==> config.mk <==
export PLATFORM = sky130hd
export DESIGN_NAME = decode_unit
export DESIGN_NICKNAME = d
export VERILOG_FILES = /design/src/rtl/decode_unit.sv
export SDC_FILE = /design/constraint.sdc
export NUM_CORES = 1
export LEC_CHECK = 0
export CORE_ASPECT_RATIO = 2
export CORE_UTILIZATION = 38
export CTS_BUF_LIST = sky130_fd_sc_hd__clkbuf_8
export CTS_CLUSTER_DIAMETER = 40
export DETAILED_ROUTE_END_ITERATION = 8
export MAX_ROUTING_LAYER = met4
export PLACE_DENSITY_LB_ADDON = 0.08
export SLEW_MARGIN = 30
export SYNTH_ARGS = -nofsm -noshare
export SYNTH_HDL_FRONTEND = slang
export SYNTH_SLANG_ARGS = --single-unit
==> constraint.sdc <==
create_clock -name clock -period 8.6 [get_ports clock]
set_input_delay 2.15 -clock clock [delete_from_list [all_inputs] [get_ports clock]]
set_output_delay 2.15 -clock clock [all_outputs]
set_load 0.05 [all_outputs]
==> src/rtl/decode_unit.sv <==
// RV32I instruction decode stage: register selects, immediate, operand/ALU
// control, write enables and next-PC redirect. Only the start-up gate is clocked.
module decode_unit #(
  parameter int ADDRESS_BITS = 16
) (
  input  logic                    clock,
  input  logic                    reset,
  input  logic [ADDRESS_BITS-1:0] PC,
  input  logic [31:0]             instruction,
  input  logic [ADDRESS_BITS-1:0] JALR_target,
  input  logic                    branch,
  output logic                    next_PC_select,
  output logic [ADDRESS_BITS-1:0] target_PC,
  output logic [4:0]              read_sel1,
  output logic [4:0]              read_sel2,
  output logic [4:0]              write_sel,
  output logic                    wEn,
  output logic                    branch_op,
  output logic [31:0]             imm32,
  output logic [1:0]              op_A_sel,
  output logic                    op_B_sel,
  output logic [5:0]              ALU_Control,
  output logic                    mem_wEn,
  output logic                    wb_sel
);

  typedef enum logic [6:0] {
    OPC_R      = 7'b0110011,
    OPC_OP_IMM = 7'b0010011,
    OPC_LOAD   = 7'b0000011,
    OPC_STORE  = 7'b0100011,
    OPC_BRANCH = 7'b1100011,
    OPC_LUI    = 7'b0110111,
    OPC_AUIPC  = 7'b0010111,
    OPC_JAL    = 7'b1101111,
    OPC_JALR   = 7'b1100111
  } opcode_t;

  localparam logic [5:0] ALU_ADD  = 6'b000000;
  localparam logic [5:0] ALU_PASS = 6'b011111;

  opcode_t                 opcode;
  logic [2:0]              funct3;
  logic                    started;
  logic                    enable;
  logic                    wen_dec;
  logic                    mem_wen_dec;
  logic                    redirect_dec;
  logic [ADDRESS_BITS-1:0] pc_plus4;
  logic [ADDRESS_BITS-1:0] pc_plus_imm;

  assign opcode      = opcode_t'(instruction[6:0]);
  assign funct3      = instruction[14:12];
  assign read_sel2   = instruction[24:20];
  assign write_sel   = instruction[11:7];
  assign pc_plus4    = PC + ADDRESS_BITS'(4);
  assign pc_plus_imm = PC + imm32[ADDRESS_BITS-1:0];

  // Side-effecting outputs stay quiet until the first clean edge after reset,
  // so a stale instruction word at start-up cannot write state or redirect fetch.
  // NOTE: state registers use non-blocking (<=) so every flop samples pre-edge values.
  always_ff @(posedge clock or posedge reset) begin
    if (reset) started <= 1'b0;
    else       started <= 1'b1;
  end

  assign enable = started & ~reset;

  // NOTE: every comb output gets a default first, so no path can infer a latch.
  always_comb begin
    imm32 = 32'd0;
    unique case (opcode)
      OPC_OP_IMM, OPC_LOAD, OPC_JALR:
        imm32 = {{20{instruction[31]}}, instruction[31:20]};
      OPC_STORE:
        imm32 = {{20{instruction[31]}}, instruction[31:25], instruction[11:7]};
      OPC_BRANCH:
        imm32 = {{19{instruction[31]}}, instruction[31], instruction[7],
                 instruction[30:25], instruction[11:8], 1'b0};
      OPC_LUI, OPC_AUIPC:
        imm32 = {instruction[31:12], 12'd0};
      OPC_JAL:
        imm32 = {{11{instruction[31]}}, instruction[31], instruction[19:12],
                 instruction[20], instruction[30:21], 1'b0};
      default: imm32 = 32'd0;
    endcase
  end

  always_comb begin
    read_sel1    = instruction[19:15];
    wen_dec      = 1'b0;
    mem_wen_dec  = 1'b0;
    wb_sel       = 1'b0;
    op_A_sel     = 2'b00;
    op_B_sel     = 1'b0;
    branch_op    = 1'b0;
    ALU_Control  = 6'b000000;
    redirect_dec = 1'b0;
    target_PC    = pc_plus4;
    unique case (opcode)
      OPC_R: begin
        wen_dec     = 1'b1;
        ALU_Control = {2'b00, instruction[30], funct3};
      end
      OPC_OP_IMM: begin
        wen_dec     = 1'b1;
        op_B_sel    = 1'b1;
        // instr[30] is an immediate bit except for shifts, where it selects SRAI.
        ALU_Control = {2'b00, (funct3 == 3'b101) ? instruction[30] : 1'b0, funct3};
      end
      OPC_LOAD: begin
        wen_dec     = 1'b1;
        wb_sel      = 1'b1;
        op_B_sel    = 1'b1;
        ALU_Control = ALU_ADD;
      end
      OPC_STORE: begin
        mem_wen_dec = 1'b1;
        op_B_sel    = 1'b1;
        ALU_Control = ALU_ADD;
      end
      OPC_BRANCH: begin
        branch_op    = 1'b1;
        ALU_Control  = {3'b010, funct3};
        redirect_dec = branch;
        target_PC    = pc_plus_imm;
      end
      OPC_LUI: begin
        read_sel1   = 5'd0;
        wen_dec     = 1'b1;
        op_B_sel    = 1'b1;
        ALU_Control = ALU_ADD;
      end
      OPC_AUIPC: begin
        wen_dec     = 1'b1;
        op_A_sel    = 2'b01;
        op_B_sel    = 1'b1;
        ALU_Control = ALU_ADD;
      end
      OPC_JAL: begin
        wen_dec      = 1'b1;
        op_A_sel     = 2'b10;
        ALU_Control  = ALU_PASS;
        redirect_dec = 1'b1;
        target_PC    = pc_plus_imm;
      end
      OPC_JALR: begin
        wen_dec      = 1'b1;
        op_A_sel     = 2'b10;
        op_B_sel     = 1'b1;
        ALU_Control  = ALU_PASS;
        redirect_dec = 1'b1;
        target_PC    = {JALR_target[ADDRESS_BITS-1:1], 1'b0};
      end
      default: ;
    endcase
  end

  assign wEn            = wen_dec      & enable;
  assign mem_wEn        = mem_wen_dec  & enable;
  assign next_PC_select = redirect_dec & enable;

endmodule

==> flow_metrics.env, run 1 <==
export IMPL_synth_most_common_cell="nand2_1"
export IMPL_antenna_found_initial=0
export IMPL_wl_per_cell_um=15.7
export IMPL_grt_max_degree=17
export IMPL_port_buffers=141
export IMPL_ir_worst_vdd_uv=48.4
export IMPL_largest_register="started"
export IMPL_drive_gt1_share_pct=5.68
export IMPL_grt_pass1_wl_mm=11.0
export IMPL_post_cts_setup_buffers=0
export IMPL_ys_types=55
export IMPL_synth_area_leaders="ha_1, a21o_1, xnor2_1"
export IMPL_slew_headroom_pct=53.0
export IMPL_min_path_type="input pin to asynchronous set/reset pin"
export IMPL_p_leak_nw=1.52
export IMPL_vias=2574
export IMPL_synth_top_cell_area_share_pct=10.5
export IMPL_crit_type="input pin to output pin"
export IMPL_synthFlopType="dfrtp_1"
export IMPL_slew_violations=0
export IMPL_tns_ns=0
export IMPL_overflow=0
export IMPL_worstPathCellList="clkdlybuf4s50_1 -> nor2_1 -> nand4_2 -> nand2_1 -> a22o_1 -> ha_1 -> fa_1 -> a21oi_1 -> o21ai_0 -> a21oi_1 -> o21ai_0 -> nand3_1 -> mux2i_1 -> nand3_1 -> clkdlybuf4s50_1"
export IMPL_fin_crit_ns=8.31
export IMPL_status="finished, final reports clean"
export IMPL_grt_pass1_vias=2544
export IMPL_fmax_mhz=120
export IMPL_drc=0
export IMPL_finalPower_uw=166
export IMPL_slowest_delay_ns=0.72
export IMPL_die_area_mm2=0.00535
export IMPL_core_region_area_mm2=0.00486
export IMPL_synth_seq_cells=1
export IMPL_yosys_warnings=0
export IMPL_rsz0062_at_grt="no"
export IMPL_crit_required_ns=6.45
export IMPL_slowest_stage="clkdlybuf4s50_1"
export IMPL_netlist_instances=280
export IMPL_finalCritPeriodShare_pct=96.7
export IMPL_final_core_util_pct=67.9
export IMPL_path_max_fanout=9
export IMPL_syn2layout_area_growth_pct=72.4
export IMPL_vias_per_cell=5.57
export IMPL_netlist_top_cells_count="nand2_1, a21o_1, a21oi_1"
export IMPL_gp_congestion=0.946
export IMPL_cap_violations=0
export IMPL_initial_core_util_pct=39.4
export IMPL_setup_viol=0
export IMPL_path_clk_slew_ns=0
export IMPL_syn_nets=364
export IMPL_synth_async_reset_ratio_pct=100
export IMPL_cp_arrival_ns=6.16
export IMPL_chipWidth_um=52.2
export IMPL_layout_nets=491
export IMPL_dpl_worst_slack_ns=0.405
export IMPL_drt_iter0_drc=67
export IMPL_synth_edf_count=0
export IMPL_startpoint="instruction[6]"
export IMPL_grt_usage_pct=27.1
export IMPL_drt_pre_antenna_iters=4
export IMPL_hold_viol=0
export IMPL_hpwl_mm=6.03
export IMPL_worst_pin_slew_ns=0.705
export IMPL_wl_mm=7.26
export IMPL_ctsResizeCount=0
export IMPL_yosysSeqAreaShare_pct=1.31
export IMPL_die_h_um=102
export IMPL_cts_hold_buf=0
export IMPL_largest_reg_flops=1
export IMPL_syn_area_mm2=0.00192
export IMPL_rows=36
export IMPL_biggestRegsByFlops="started: 1 flops"
export IMPL_cp_end_kind="output pin"
export IMPL_syn_area_per_cell_um2=6.84
export IMPL_layout_setup_ws_ns=0.286
export IMPL_diodes=0
export IMPL_cp_start_kind="input pin"
export IMPL_cp_endpoint="target_PC[14]"
export IMPL_p_per_area_mw_per_mm2=50.2
export IMPL_ant_nets=0
export IMPL_yosysTopAreaCell="ha_1"
export IMPL_io_pins=144
==> per-stage QoR <==
step / area, µm² / instances / hold WS (ns)
floorplan: 1920 / 280 / 1.89
global placement: 3300 / 462 / 2.30
detailed placement: 3300 / 462 / 2.31
CTS: 3300 / 462 / 2.31
global route: 3300 / 462 / 2.34
finish: 3300 / 462 / 2.31
==> routing by layer <==
metal,vias to the layer above,track usage (%),share of wire [%]
met5,-,-,0
met4,0,6.48,2.5
met3,16,0.893,5.5
met2,116,54.8,56
met1,1172,26.7,36
li1,1270,-,-
==> critical path: cells and delay by family <==
kind	cells	cell delay [ns]
muxes	1	0.26
buffers and inverters	2	1.42
and+or+nand+nor	5	0.65
adders and majority gates	2	0.63
AOI/OAI and AO/OA	5	1.04
==> placed cells by master, fill, tap and decap left out, types with 3 or more instances in the layout <==
cell	Yosys	routed
nand2b_1	3	3
nor2b_1	4	4
a21o_1	20	20
o21ai_0	15	15
mux2i_1	4	4
and2_1	13	13
clkdlybuf4s50_1	0	139
o21ai_1	8	8
a21oi_1	18	17
nand2_1	29	29
nand4_1	4	4
xnor2_1	15	15
and3_1	4	4
buf_4	13	8
nand3_1	14	14
nor2_1	16	16
inv_1	7	7
xor2_1	8	8
nor3_1	5	5
ha_1	16	16
a22o_1	5	5
a22oi_1	12	12
==> how the worst min path moves through the flow <==
stage | from | to
6_report | reset | started
5_1_grt | reset | started
4_1_cts | reset | started
3_5_place_dp | reset | started
3_3_place_gp | reset | started
2_1_floorplan | reset | started
==> power by group <==
| part | internal (mW) | leakage, nW | switching [mW] |
|---|---|---|---|
| combinational | 0.0684 | 1.50 | 0.0924 |
| clock | 0 | 0 | 0 |
| sequential | 0.00503 | 0.0117 | 0.0000521 |
| total | 0.0734 | 1.52 | 0.0925 |
==> kinds of logic (layout without fill, tap and decap cells) <==
logic type | Yosys count | count (layout) | share of synthesized area [%]
adder cells (fa/ha/maj) | 17 | 17 | 11.5
flip-flops | 1 | 1 | 1.31
buffers and inverters | 31 | 156 | 9.08
XOR/XNOR | 24 | 24 | 11.4
AO/OA/AOI/OAI | 96 | 96 | 34.6
multiplexers | 4 | 4 | 2.09
other | 2 | 2 | 0.392
AND/OR/NAND/NOR | 105 | 105 | 29.7
==> area by class of cell <==
class / count / area [µm²]
multi-input cells: 248 / 1720
flip-flops and latches: 1 / 25.0
inverters: 9 / 33.8
well taps: 57 / 71.3
repair buffers: 147 / 1450
fillers: 449 / 1560
No activity file was read; power rests on OpenSTA's default activity.
==> inputs of run 2 (changes only) <==
--- a/config.mk
+++ b/config.mk
@@ -7,8 +7,8 @@
 export LEC_CHECK = 0
 export CORE_ASPECT_RATIO = 2
 export CORE_UTILIZATION = 38
-export CTS_BUF_LIST = sky130_fd_sc_hd__clkbuf_8
-export CTS_CLUSTER_DIAMETER = 40
+export CTS_BUF_LIST = sky130_fd_sc_hd__clkbuf_2 sky130_fd_sc_hd__clkbuf_4 sky130_fd_sc_hd__clkbuf_8
+export CTS_CLUSTER_DIAMETER = 100
 export DETAILED_ROUTE_END_ITERATION = 8
 export MAX_ROUTING_LAYER = met4
 export PLACE_DENSITY_LB_ADDON = 0.08
==> results of run 2 <==
Final layout, timing and power as in run 1 (identical DEF).
==> inputs of run 3 (changes only) <==
--- a/config.mk
+++ b/config.mk
@@ -16,3 +16,4 @@
 export SYNTH_ARGS = -nofsm -noshare
 export SYNTH_HDL_FRONTEND = slang
 export SYNTH_SLANG_ARGS = --single-unit
+export TNS_END_PERCENT = 30
==> results of run 3 <==
Final layout, timing and power as in run 1 (identical DEF).
